### config.mk
export PLATFORM = sky130hd
export DESIGN_NAME = sdr_arb_flat
export DESIGN_NICKNAME = d
export VERILOG_FILES = /design/src/rtl/sdr_arb_pkg.sv /design/src/rtl/sdr_arb_if.sv /design/src/rtl/sdr_ref_timer.sv /design/src/rtl/sdr_arb.sv /design/src/flat_wrapper.sv
export SDC_FILE = /design/constraint.sdc
export NUM_CORES = 1
export LEC_CHECK = 0
export CORE_MARGIN = 5
export CORE_UTILIZATION = 30
export CTS_CLUSTER_SIZE = 20
export DETAILED_ROUTE_END_ITERATION = 12
export PLACE_DENSITY = 0.58
export SLEW_MARGIN = 20
export SYNTH_ARGS = -nofsm -noshare
export SYNTH_HDL_FRONTEND = slang
export SYNTH_SLANG_ARGS = --single-unit
### constraint.sdc
create_clock -name clk -period 3.1 [get_ports clk]
set_clock_uncertainty 0.2 [all_clocks]
set_input_delay 0.465 -clock clk [delete_from_list [all_inputs] [get_ports clk]]
set_output_delay 0.465 -clock clk [all_outputs]
set_load 0.05 [all_outputs]
### src/rtl/sdr_arb_pkg.sv
// Shared SDRAM timing and command definitions for the sdr_arb scheduler slice.
// Clock counts are derived from the datasheet timings so a speed-grade change stays in one place.
package sdr_arb_pkg;

    localparam int T_CK_PS   = 6000;
    localparam int T_RP_PS   = 18000;
    localparam int T_RFC_PS  = 66000;
    localparam int T_REFI_PS = 7800000;

    function automatic int cdiv(input int num, input int den);
        return (num + den - 1) / den;
    endfunction

    localparam int NRP_DEF      = cdiv(T_RP_PS, T_CK_PS);
    localparam int NRFC_DEF     = cdiv(T_RFC_PS, T_CK_PS);
    localparam int TREF_CYC_DEF = T_REFI_PS / T_CK_PS;

    // {nRAS, nCAS, nWE}
    localparam logic [2:0] CMD_NOP       = 3'b111;
    localparam logic [2:0] CMD_ACTIVE    = 3'b011;
    localparam logic [2:0] CMD_READ      = 3'b101;
    localparam logic [2:0] CMD_WRITE     = 3'b100;
    localparam logic [2:0] CMD_PRECHARGE = 3'b010;
    localparam logic [2:0] CMD_AREF      = 3'b001;

    typedef enum logic {
        GNT_WR = 1'b0,
        GNT_RD = 1'b1
    } grant_e;

    typedef struct packed {
        logic [2:0]  cmd;
        logic [1:0]  ba;
        logic [12:0] a;
    } sdr_pins_t;

endpackage

### src/rtl/sdr_arb_if.sv
// Engine/client handshake plus SDRAM pin bundle around the command scheduler.
// master = scheduler side, slave = clients, engines and the device pins.
interface sdr_arb_if;
    logic        wr_req, rd_req;
    logic        wr_start, rd_start;
    logic        wr_exit, rd_exit;
    logic        need_ref, ref_overrun;
    logic [2:0]  wr_cmd, rd_cmd;
    logic [1:0]  wr_ba, rd_ba;
    logic [12:0] wr_a, rd_a;
    logic        sdr_CKE, sdr_nCS, sdr_nRAS, sdr_nCAS, sdr_nWE;
    logic [1:0]  sdr_BA;
    logic [12:0] sdr_A;

    modport master (
        input  wr_req, rd_req, wr_exit, rd_exit,
        input  wr_cmd, wr_ba, wr_a, rd_cmd, rd_ba, rd_a,
        output wr_start, rd_start, need_ref, ref_overrun,
        output sdr_CKE, sdr_nCS, sdr_nRAS, sdr_nCAS, sdr_nWE, sdr_BA, sdr_A
    );

    modport slave (
        output wr_req, rd_req, wr_exit, rd_exit,
        output wr_cmd, wr_ba, wr_a, rd_cmd, rd_ba, rd_a,
        input  wr_start, rd_start, need_ref, ref_overrun,
        input  sdr_CKE, sdr_nCS, sdr_nRAS, sdr_nCAS, sdr_nWE, sdr_BA, sdr_A
    );
endinterface

### src/rtl/sdr_ref_timer.sv
// Auto-refresh interval timer: raises need_ref every TREF_CYC enabled clocks,
// flags an overrun when a tick lands on a refresh that is still outstanding.
module sdr_ref_timer
    import sdr_arb_pkg::*;
#(
    parameter int TREF_CYC = TREF_CYC_DEF
) (
    input  logic clk,
    input  logic rst,
    input  logic en_i,
    input  logic clr_i,
    output logic need_ref_o,
    output logic ref_overrun_o
);
    logic [10:0] cnt_q, cnt_d;
    logic        need_q, need_d;
    logic        ovr_q, ovr_d;
    logic        tick;

    always_comb begin
        tick   = en_i && (cnt_q == 11'(TREF_CYC - 1));
        cnt_d  = cnt_q;
        need_d = need_q;
        ovr_d  = ovr_q;
        if (en_i) cnt_d = tick ? 11'd0 : cnt_q + 11'd1;
        // A tick landing on the clear cycle wins so that refresh is not lost.
        if (tick) begin
            need_d = 1'b1;
            if (need_q) ovr_d = 1'b1;
        end else if (clr_i) begin
            need_d = 1'b0;
        end
    end

    always_ff @(posedge clk) begin
        if (rst) begin
            cnt_q  <= '0;
            need_q <= 1'b0;
            ovr_q  <= 1'b0;
        end else begin
            cnt_q  <= cnt_d;
            need_q <= need_d;
            ovr_q  <= ovr_d;
        end
    end

    assign need_ref_o    = need_q;
    assign ref_overrun_o = ovr_q;
endmodule

### src/rtl/sdr_arb.sv
// SDRAM command scheduler: runs precharge-all/auto-refresh, grants the command bus
// to the read or write engine in alternation, and muxes the owner onto the pins.
module sdr_arb
    import sdr_arb_pkg::*;
#(
    parameter int TREF_CYC = TREF_CYC_DEF,
    parameter int NRP      = NRP_DEF,
    parameter int NRFC     = NRFC_DEF
) (
    input  logic      clk,
    input  logic      rst,
    input  logic      init_done,
    sdr_arb_if.master bus
);
    localparam logic [2:0] S_IDLE = 3'd0;
    localparam logic [2:0] S_WR   = 3'd1;
    localparam logic [2:0] S_RD   = 3'd2;
    localparam logic [2:0] S_PRE  = 3'd3;
    localparam logic [2:0] S_TRP  = 3'd4;
    localparam logic [2:0] S_AREF = 3'd5;
    localparam logic [2:0] S_TRFC = 3'd6;

    logic [2:0] state_q, state_d;
    grant_e     last_q, last_d;
    logic       wr_start_q, wr_start_d;
    logic       rd_start_q, rd_start_d;
    logic [3:0] wait_q, wait_d;
    logic       need_ref, ref_overrun;
    sdr_pins_t  pins;

    sdr_ref_timer #(.TREF_CYC(TREF_CYC)) u_ref (
        .clk           (clk),
        .rst           (rst),
        .en_i          (init_done),
        .clr_i         (state_d == S_AREF),
        .need_ref_o    (need_ref),
        .ref_overrun_o (ref_overrun)
    );

    always_comb begin
        state_d    = state_q;
        last_d     = last_q;
        wr_start_d = 1'b0;
        rd_start_d = 1'b0;
        wait_d     = wait_q;
        case (state_q)
            S_IDLE: if (init_done) begin
                if (need_ref) begin
                    state_d = S_PRE;
                end else if (bus.wr_req && (!bus.rd_req || last_q == GNT_RD)) begin
                    state_d    = S_WR;
                    wr_start_d = 1'b1;
                    last_d     = GNT_WR;
                end else if (bus.rd_req) begin
                    state_d    = S_RD;
                    rd_start_d = 1'b1;
                    last_d     = GNT_RD;
                end
            end
            S_WR: if (bus.wr_exit) state_d = S_IDLE;
            S_RD: if (bus.rd_exit) state_d = S_IDLE;
            // wait_q counts cycles since the command cycle, which itself is cycle 0.
            S_PRE: begin
                state_d = S_TRP;
                wait_d  = 4'd1;
            end
            S_TRP: begin
                if (wait_q == 4'(NRP - 1)) state_d = S_AREF;
                else                       wait_d  = wait_q + 4'd1;
            end
            S_AREF: begin
                state_d = S_TRFC;
                wait_d  = 4'd1;
            end
            S_TRFC: begin
                if (wait_q == 4'(NRFC - 1)) state_d = S_IDLE;
                else                        wait_d  = wait_q + 4'd1;
            end
            default: state_d = S_IDLE;
        endcase
    end

    always_ff @(posedge clk) begin
        if (rst) begin
            state_q    <= S_IDLE;
            last_q     <= GNT_RD;
            wr_start_q <= 1'b0;
            rd_start_q <= 1'b0;
            wait_q     <= '0;
        end else begin
            state_q    <= state_d;
            last_q     <= last_d;
            wr_start_q <= wr_start_d;
            rd_start_q <= rd_start_d;
            wait_q     <= wait_d;
        end
    end

    // Pass-through adds no register stage so engine DQ timing is unchanged.
    always_comb begin
        pins.cmd = CMD_NOP;
        pins.ba  = 2'b00;
        pins.a   = 13'h0;
        case (state_q)
            S_WR: begin
                pins.cmd = bus.wr_cmd;
                pins.ba  = bus.wr_ba;
                pins.a   = bus.wr_a;
            end
            S_RD: begin
                pins.cmd = bus.rd_cmd;
                pins.ba  = bus.rd_ba;
                pins.a   = bus.rd_a;
            end
            S_PRE: begin
                pins.cmd = CMD_PRECHARGE;
                pins.a   = 13'h400;
            end
            S_AREF: pins.cmd = CMD_AREF;
            default: ;
        endcase
    end

    assign bus.wr_start    = wr_start_q;
    assign bus.rd_start    = rd_start_q;
    assign bus.need_ref    = need_ref;
    assign bus.ref_overrun = ref_overrun;
    assign bus.sdr_CKE     = 1'b1;
    assign bus.sdr_nCS     = 1'b0;
    assign bus.sdr_nRAS    = pins.cmd[2];
    assign bus.sdr_nCAS    = pins.cmd[1];
    assign bus.sdr_nWE     = pins.cmd[0];
    assign bus.sdr_BA      = pins.ba;
    assign bus.sdr_A       = pins.a;
endmodule
### src/flat_wrapper.sv
// flat-port wrapper written by rule: the top's interface ports become plain ports
module sdr_arb_flat import sdr_arb_pkg::*;
#(
    parameter int TREF_CYC = TREF_CYC_DEF,
    parameter int NRP      = NRP_DEF,
    parameter int NRFC     = NRFC_DEF
)
  (clk, rst, init_done, bus_wr_req, bus_rd_req, bus_wr_exit, bus_rd_exit, bus_wr_cmd, bus_wr_ba, bus_wr_a, bus_rd_cmd, bus_rd_ba, bus_rd_a, bus_wr_start, bus_rd_start, bus_need_ref, bus_ref_overrun, bus_sdr_CKE, bus_sdr_nCS, bus_sdr_nRAS, bus_sdr_nCAS, bus_sdr_nWE, bus_sdr_BA, bus_sdr_A);
  sdr_arb_if bus_i ();
  input  logic clk;
  input  logic rst;
  input  logic init_done;
  input wire logic [$bits(bus_i.wr_req)-1:0] bus_wr_req;
  input wire logic [$bits(bus_i.rd_req)-1:0] bus_rd_req;
  input wire logic [$bits(bus_i.wr_exit)-1:0] bus_wr_exit;
  input wire logic [$bits(bus_i.rd_exit)-1:0] bus_rd_exit;
  input wire logic [$bits(bus_i.wr_cmd)-1:0] bus_wr_cmd;
  input wire logic [$bits(bus_i.wr_ba)-1:0] bus_wr_ba;
  input wire logic [$bits(bus_i.wr_a)-1:0] bus_wr_a;
  input wire logic [$bits(bus_i.rd_cmd)-1:0] bus_rd_cmd;
  input wire logic [$bits(bus_i.rd_ba)-1:0] bus_rd_ba;
  input wire logic [$bits(bus_i.rd_a)-1:0] bus_rd_a;
  output wire logic [$bits(bus_i.wr_start)-1:0] bus_wr_start;
  output wire logic [$bits(bus_i.rd_start)-1:0] bus_rd_start;
  output wire logic [$bits(bus_i.need_ref)-1:0] bus_need_ref;
  output wire logic [$bits(bus_i.ref_overrun)-1:0] bus_ref_overrun;
  output wire logic [$bits(bus_i.sdr_CKE)-1:0] bus_sdr_CKE;
  output wire logic [$bits(bus_i.sdr_nCS)-1:0] bus_sdr_nCS;
  output wire logic [$bits(bus_i.sdr_nRAS)-1:0] bus_sdr_nRAS;
  output wire logic [$bits(bus_i.sdr_nCAS)-1:0] bus_sdr_nCAS;
  output wire logic [$bits(bus_i.sdr_nWE)-1:0] bus_sdr_nWE;
  output wire logic [$bits(bus_i.sdr_BA)-1:0] bus_sdr_BA;
  output wire logic [$bits(bus_i.sdr_A)-1:0] bus_sdr_A;
  assign bus_i.wr_req = bus_wr_req;
  assign bus_i.rd_req = bus_rd_req;
  assign bus_i.wr_exit = bus_wr_exit;
  assign bus_i.rd_exit = bus_rd_exit;
  assign bus_i.wr_cmd = bus_wr_cmd;
  assign bus_i.wr_ba = bus_wr_ba;
  assign bus_i.wr_a = bus_wr_a;
  assign bus_i.rd_cmd = bus_rd_cmd;
  assign bus_i.rd_ba = bus_rd_ba;
  assign bus_i.rd_a = bus_rd_a;
  assign bus_wr_start = bus_i.wr_start;
  assign bus_rd_start = bus_i.rd_start;
  assign bus_need_ref = bus_i.need_ref;
  assign bus_ref_overrun = bus_i.ref_overrun;
  assign bus_sdr_CKE = bus_i.sdr_CKE;
  assign bus_sdr_nCS = bus_i.sdr_nCS;
  assign bus_sdr_nRAS = bus_i.sdr_nRAS;
  assign bus_sdr_nCAS = bus_i.sdr_nCAS;
  assign bus_sdr_nWE = bus_i.sdr_nWE;
  assign bus_sdr_BA = bus_i.sdr_BA;
  assign bus_sdr_A = bus_i.sdr_A;
  sdr_arb #(.TREF_CYC(TREF_CYC), .NRP(NRP), .NRFC(NRFC)) u_core (.clk(clk), .rst(rst), .init_done(init_done), .bus(bus_i));
endmodule
[Word level (Yosys, flattened, before mapping)]
Cells that the tools add are included.
Word-level totals
  memory bits (read-only): 0
  input bits: 43
  output and inout port bits: 24
  logic and storage cells: 61
  latch bits: 0
  memories kept: 0
  memory bits (writable): 0
  flip-flop bits (word level): 23
Cells by class
  reductions and logical operators: 14
  multiply operators: 0
  bitwise operators: 3
  divide/modulo/power cells: 0
  $add $sub $neg: 2
  order comparisons: 0
  equal/unequal tests: 12
  shifts and indexed selects: 0
  muxes and demuxes: 22
Operators with widths (number)
  $pmux W13 S3: 1
  $mux W3: 8
  $pmux W3 S7: 1
  $eq A3 B3 Y1 const B: 4
  $pmux W3 S4: 1
  $pmux W4 S3: 1
  $add A11 B1 Y11 const B: 1
  $eq A11 B11 Y1 const B: 1
  $mux W11: 1
  $mux W4: 2
  $eq A3 B2 Y1 const B: 2
  $mux W1: 6
  $reduce_or A5 Y1: 1
  $add A4 B1 Y4 const B: 1
  $eq A4 B2 Y1 const B: 1
  $eq A4 B4 Y1 const B: 1
  $ne A2 B2 Y1 const B: 2
  $pmux W2 S2: 1
  $reduce_and A4 Y1: 1
  $reduce_bool A2 Y1: 2
  $reduce_or A4 Y1: 1
  $eq A3 B1 Y1 const B: 1
  $logic_not A3 Y1: 1
  $not A1 Y1: 3
  other kinds (7): 8

[Logic depth before layout (Yosys ltp)]
Gate-level depths: netlist of run 1.
  depth in word-level cells: 10
  gate-level depth with buffers: 6
  mapped depth without buffers: 6

[Cells and area by module]
A second synthesis of run 1 with hierarchy kept.
Unflattened totals
  cell total of the unflattened synthesis: 190
  area, all modules: 1498.9 um^2
Modules (own cells, without submodules)
  sdr_arb: area an instance 895.9 um^2, cells an instance 125, seq. area each 200.2 um^2, instances 1
  sdr_ref_timer: area an instance 603.1 um^2, cells an instance 65, seq. area each 260.2 um^2, instances 1

[Worst setup path after synthesis of run 1]
No wires, ideal clock.
  path kind: reg2out
  from: reg u_core.state_q[0]
  to: out bus_sdr_A[11]
  slack: 698 ps
  buffers on the path: 2
  arrival time: 1737 ps
  data required time: 2435 ps
  stages on the path, launching flop included: 7
  cells stage by stage: dfxtp_1 -> buf_8 -> inv_1 -> nor2_1 -> buf_2 -> a22oi_1 -> nor2_1
Between the ends
  longest elaborated chain between the ends: 2
  elaborated cells between the ends (all ways): 4
  classes of those cells: 3 x eq/ne; 1 x mux
Ends and longest elaborated chain
  from (decl): line sdr_arb.sv:23  | logic [2:0] state_q, state_d;
  from (signal assigned): line sdr_arb.sv:91  | state_q <= state_d;
  $eq A3 B2 Y1 or $eq A3 B1 Y1 (tied branches): line sdr_arb.sv:104  | case (state_q)
  $pmux W13 S3 *: line sdr_arb.sv:104
  to (decl): line flat_wrapper.sv:33  | output wire logic [$bits(bus_i.sdr_A)-1:0] bus_sdr_A;
Mark *: on every way between the ends. The rest lies on a longest branch, timed or not.

[Worst setup path in the final report of run 1]
  from: reg u_core.state_q[0]
  to: out bus_sdr_nRAS
Between the ends
  longest elaborated chain between the ends: 2
  elaborated cells between the ends (all ways): 5
  classes of those cells: 4 x eq/ne; 1 x mux
Ends and longest elaborated chain
  $eq A3 B3 Y1, or another cell as far along: line sdr_arb.sv:104
  $pmux W3 S4 *: line sdr_arb.sv:104
  to (decl): line flat_wrapper.sv:29  | output wire logic [$bits(bus_i.sdr_nRAS)-1:0] bus_sdr_nRAS;
Marks and branches as above.

==> results_dict.tcl, run 1 <==
set metrics [dict create \
    outcome "completed" \
    grt_overflow_total 0 \
    crit_required_ns 2.43 \
    drive_gt1_share_pct 9.80 \
    cap_violations 0 \
    synth_compound_area_share_pct 21.8 \
    clkSinkCount 23 \
    drv_slew 0 \
    ys_types 41 \
    power_frac_seq_pct 41.6 \
    finalCriticalPeriod_ns 2.86 \
    wl_met1_um 1780 \
    syn_area_um2 1450 \
    async_flop_share_pct 0 \
    p_sw_uw 236 \
    ant_nets 0 \
    rsz0062_at_grt "no" \
    grt_usage_pct 13.3 \
    path_clk_slew_ns 0.09 \
    max_freq_mhz 350 \
    dp_hpwl_um 3310 \
    power_density_nw_per_um2 329 \
    portBuffers 64 \
    setup-tns-final_ns 0 \
    slowest_stage "dfxtp_1" \
    ys_seq_area_share_pct 31.7 \
    ctsHtreeMaxLevel 1 \
    relSlewSlack_pct 59.9 \
    worstPathMaxFanout 18 \
    via_per_inst 4.85 \
    met2_length_um 2050 \
    combPwrFrac_pct 33.1 \
    fin_crit_sh_pct 92.3 \
    postCtsSetupBuffers 0 \
    coreArea_um2 4720 \
    vias 1512 \
    dieWidth_um 79.6 \
    fillers 462 \
    crit_buf_inv 2 \
    wl_per_cell_um 13.3 \
    sw_frac_of_total_pct 31.4 \
    rows 25 \
    ctsLongestPathBuffers 2 \
    ctsHoldBuffers 0 \
    path_class "reg -> out" \
    cp.depth 3 \
    yosys.area_share.simple_pct 28.7 \
    cp-endpoint "bus_sdr_nRAS" \
    rr_endpoint "u_core.wait_q[3]" \
    synth_nets 234 \
    ir_drop_v 0.000146 \
    tightest_slew_ns 0.601 \
    stdcell_area_um2 2280 \
    die-height_um 79.6 \
    wl_um 4160 \
    r2r_cells 4 \
    clockRootBuffer "clkbuf_8" \
    reg2reg_slack_ns 1.18 \
    place_area_um2 2240 \
    grt_max_degree 27 \
    synth-adder-area-share_pct 2.58 \
    grt_pass1_wl_um 6660 \
    dieArea_um2 6340 \
    synthXorXnorAreaFrac_pct 6.63 \
    antenna_found_initial 0 \
    post_cts_resized 0 \
    setup_viol 0 \
    syn_inst 188 \
    crit_chain "inv_1 -> a221o_1 -> clkdlybuf4s50_1" \
    hold_violations 0 \
    cp-end-kind "output pin" \
    insertion_delay_ns 0.27 \
    num-nets-final 292 \
    critPathTopFamily "buffers and inverters" \
    postSynthAreaPerCell_um2 7.73 \
    synth_top_family_by_area "simple AND/OR/NAND/NOR gates" \
    synth-seq-cells 23 \
    area_delta_synth_final_pct 57.1 \
    synth_edf_count 0 \
    power_leakage_nw 0.853 \
    pin_count 67 \
    worstHoldPathType "reg -> reg" \
    highest_layer "met4" \
    ys.flop_type "dfxtp_1" \
    initial_core_util_pct 30.8 \
    first_iter_violations 73 \
    yosysWarnings 0 \
    critPathLaunchType "flop" \
    drc 0 \
    grt_pass1_vias 1402 \
    startpoint "u_core.state_q[0]" \
    cpPeakStageDelay_ns 0.71 \
    gp_congestion 0.786 \
    cts_tree "built" \
    r2r_start "u_core.state_q[0]" \
    power.internal_uw 516 \
    antenna_cells 0 \
    numCtsBuffers 3 \
    clkPwrFrac_pct 25.3 \
    dr.pass1.iters 4 \
    muxShareOfSynthArea_pct 0 \
    wl_met3_um 175 \
    arrival_ns 2.20 \
]
## power groups by stage
stage | clock [mW] | sequential [mW] | combinational [mW]
floorplan | 0 | 0.316 | 0.129
global placement | 0 | 0.320 | 0.250
detailed placement | 0 | 0.320 | 0.250
CTS | 0.197 | 0.313 | 0.251
global route | 0.210 | 0.315 | 0.263
finish | 0.190 | 0.313 | 0.249
## cell type report
class                      count  area, µm²  area share [%]
sequential                    23        460            20.2
inverter                       5       18.8           0.821
timing repair buffer          67        801            35.0
multi-input combinational    146        875            38.3
clock buffer                   3       41.3            1.81
clock inverter                 1       5.00           0.219
tap                           67       83.8            3.67
## worst min-delay path by stage
stage | start | end | cells after the start
finish | u_core.last_q | u_core.last_q | 1
global route | u_core.u_ref.ref_overrun_o | u_core.u_ref.ref_overrun_o | 2
CTS | u_core.last_q | u_core.last_q | 1
detailed placement | u_core.last_q | u_core.last_q | 1
global placement | u_core.u_ref.ref_overrun_o | u_core.u_ref.ref_overrun_o | 2
floorplan | u_core.last_q | u_core.last_q | 1
## layout by cell type (no fill, tap or decap), types with 2 or more instances in the layout
cell type        netlist  routed
nand3b_1               2       2
nand2b_1              10      10
xor2_1                 6       6
buf_12                 0      14
nand2_1               10      10
a211oi_1               2       2
conb_1                 2       2
nand3_1                8       8
a22oi_1               17      17
clkdlybuf4s50_1        0      49
dfxtp_1               23      23
a21o_1                 2       2
nor2b_1                3       3
xnor2_1                5       5
clkbuf_8               1       3
ha_1                   3       3
buf_4                  2       4
o21ai_0                6       6
a21oi_1               12      12
nor4b_1                2       2
nor3_1                 6       6
inv_1                  5       5
nor2_1                32      32
nand4_1                4       4
## metrics by stage
stage	util, %	setup WS, ns	instances	total power [mW]	hold slack, ns
finish	48.4	0.240	312	0.751	0.297
floorplan	-	0.698	188	0.446	0.249
detailed placement	47.4	0.372	308	0.570	0.278
global placement	47.4	0.399	308	0.570	0.274
global route	48.4	0.118	312	0.788	0.328
CTS	48.4	0.248	312	0.761	0.299
## cells by family (layout without fill, tap and decap cells)
logic type | Yosys count | after routing
simple gates | 83 | 83
buf+inv | 19 | 76
compound gates | 47 | 47
flops | 23 | 23
xor+xnor | 11 | 11
fa+ha+maj | 3 | 3
other cells | 2 | 2
## Yosys cell counts (2+ instances only)
cell type,n,area (µm²)
clkbuf_1,2,7.51
o21ai_0,6,30.0
ha_1,3,37.5
inv_1,5,18.8
nor2_1,32,120
a211oi_1,2,15.0
a22oi_1,17,128
buf_4,2,15.0
xor2_1,6,52.6
nand2_1,10,37.5
nand4_1,4,25.0
nand3b_1,2,15.0
dfxtp_1,23,460
buf_2,6,30.0
nand2b_1,10,62.6
nor3_1,6,30.0
nor4b_1,2,17.5
xnor2_1,5,43.8
nor2b_1,3,18.8
nand3_1,8,40.0
conb_1,2,7.51
a21oi_1,12,60.1
a21o_1,2,15.0
## layer usage
layer	vias to the layer above	GRT usage, %
li1	780	-
met1	685	16.1
met2	35	21.4
met3	12	3.95
met4	0	6.01
met5	-	0
## state kept, by name, summed over array words and instances (netlist names)
register	cells
u_core.u_ref.cnt_q	11
u_core.wait_q	4
u_core.state_q	3
u_core.bus.rd_start	1
u_core.bus.wr_start	1
u_core.last_q	1
u_core.u_ref.need_ref_o	1
u_core.u_ref.ref_overrun_o	1
## worst register-to-register path: cells and delay by family (launching register included)
family	cells	cell delay (ns)
DFF	1	0.71
and+or+nand+nor	1	0.39
AOI/OAI and AO/OA	3	0.55
Note: power is estimated with default switching activity, not from simulation.
==> run 2: changes to the inputs <==
- CORE_UTILIZATION: 30 -> 44
- PLACE_DENSITY: 0.58 -> 0.82
==> results_dict.tcl, run 2 (synthesized netlist as in run 1, its figures left out) <==
set metrics [dict create \
    outcome "completed" \
    cap_violations 0 \
    antenna_cells 0 \
    utilization_pct 72.2 \
    dieArea_um2 4550 \
    setup_viol 0 \
    finalCriticalPeriod_ns 2.88 \
    final_cell_mix "49 x clkdlybuf4s50_1, 32 x nor2_1, 23 x dfxtp_1, 17 x a22oi_1, 14 x buf_12" \
    via_per_inst 5.21 \
    gp_congestion 0.775 \
    drv_slew 0 \
    cp-endpoint "bus_sdr_nRAS" \
    initial_core_util_pct 46.9 \
    dp_hpwl_um 3410 \
    post_cts_resized 0 \
    final_common_cell "clkdlybuf4s50_1" \
    fin_crit_sh_pct 92.8 \
    fin_ws_ns 0.223 \
    dr.pass1.iters 5 \
    path_clk_slew_ns 0.12 \
    portBuffers 64 \
    insertion_delay_ns 0.30 \
    pin_count 67 \
    ir_drop_v 0.000170 \
    clockRootBuffer "clkbuf_4" \
    multi_input_area_um2 875 \
    ctsLongestPathBuffers 2 \
    num-nets-final 292 \
    grt_pass1_wl_um 6850 \
    antenna_found_initial 0 \
    startpoint "u_core.state_q[0]" \
    path_class "reg -> out" \
    first_iter_violations 84 \
    tightest_slew_ns 0.583 \
    grt_overflow_total 0 \
    relSlewSlack_pct 61.1 \
    crit_required_ns 2.43 \
    reg2reg_slack_ns 1.19 \
    vias 1505 \
    cp-end-kind "output pin" \
    drive_gt1_share_pct 9.80 \
    rr_endpoint "u_core.wait_q[3]" \
    wl_per_cell_um 14.4 \
    cts_tree "built" \
    setup-tns-final_ns 0 \
    area_delta_synth_final_pct 54.0 \
    seq_area_um2 460 \
    largestRegisters "u_core.u_ref.cnt_q (11), u_core.wait_q (4), u_core.state_q (3)" \
    place_ws_ns 0.356 \
    die-height_um 67.5 \
    rsz0062_at_grt "no" \
    hold_violations 0 \
    postCtsSetupBuffers 0 \
    wl_um 4170 \
    hp-start "u_core.last_q" \
    worstHoldPathType "reg -> reg" \
    largest_register_ffs 11 \
    ctsHoldBuffers 0 \
    r2r_cells 4 \
    fillers 268 \
    grt_pass1_vias 1533 \
    max_flop_register "u_core.u_ref.cnt_q" \
    rows 20 \
    ctsHtreeMaxLevel 1 \
    arrival_ns 2.21 \
    grt_max_degree 25 \
    max_freq_mhz 348 \
    grt_usage_pct 19.3 \
    power_density_nw_per_um2 312 \
    numCtsBuffers 3 \
    power_leakage_nw 0.842 \
    r2r_start "u_core.state_q[0]" \
    clkSinkCount 23 \
    ant_nets 0 \
    drc 0 \
    coreArea_um2 3100 \
    worstPathMaxFanout 18 \
    dieWidth_um 67.5 \
    critPathLaunchType "flop" \
]
run 2: layout make-up:
| cell class | instances | area share (%) |
|---|---|---|
| inverters | 5 | 0.838 |
| clock buffers | 3 | 1.01 |
| flip-flops and latches | 23 | 20.6 |
| well taps | 44 | 2.46 |
| multi-input cells | 146 | 39.1 |
| clock inverters | 1 | 0.335 |
| repair buffers | 67 | 35.8 |
run 2: worst max-delay path, stage by stage, from the launching register on:
cell and delay (ns):
dfxtp_1 0.71, inv_1 0.14, a221o_1 0.35, clkdlybuf4s50_1 0.71
run 2: routing by layer:
| metal | routed length, µm | vias up | part of all wire (%) | GRT usage, % |
|---|---|---|---|---|
| li1 | - | 773 | - | - |
| met1 | 1710 | 683 | 41 | 23.3 |
| met2 | 2140 | 47 | 51 | 33.5 |
| met3 | 300 | 2 | 7.2 | 5.32 |
| met4 | 29 | 0 | 0.70 | 4.81 |
| met5 | 0 | - | 0 | 0 |
run 2: how the worst min path moves through the flow:
stage	to	slack, ns	cells past startpoint
after detailed placement	u_core.last_q	0.26	1
after global placement	u_core.last_q	0.27	1
after CTS	u_core.last_q	0.29	1
after floorplan	u_core.last_q	0.25	1
after global routing	u_core.last_q	0.34	1
final	u_core.last_q	0.30	1
run 2: power by group:
| part | internal (mW) | total [mW] | leakage [nW] | switching [mW] |
|---|---|---|---|---|
| logic | 0.124 | 0.249 | 0.641 | 0.125 |
| clock network | 0.0490 | 0.137 | 0.0139 | 0.0877 |
| registers | 0.302 | 0.314 | 0.186 | 0.0117 |
run 2: metrics by stage:
step	std cells	hold slack [ns]	power [mW]	instance area [µm²]
floorplan	188	0.249	0.446	1450
CTS	289	0.295	0.708	2240
detailed placement	285	0.264	0.571	2210
global placement	285	0.266	0.567	2210
global route	289	0.340	0.739	2240
finish	289	0.299	0.700	2240
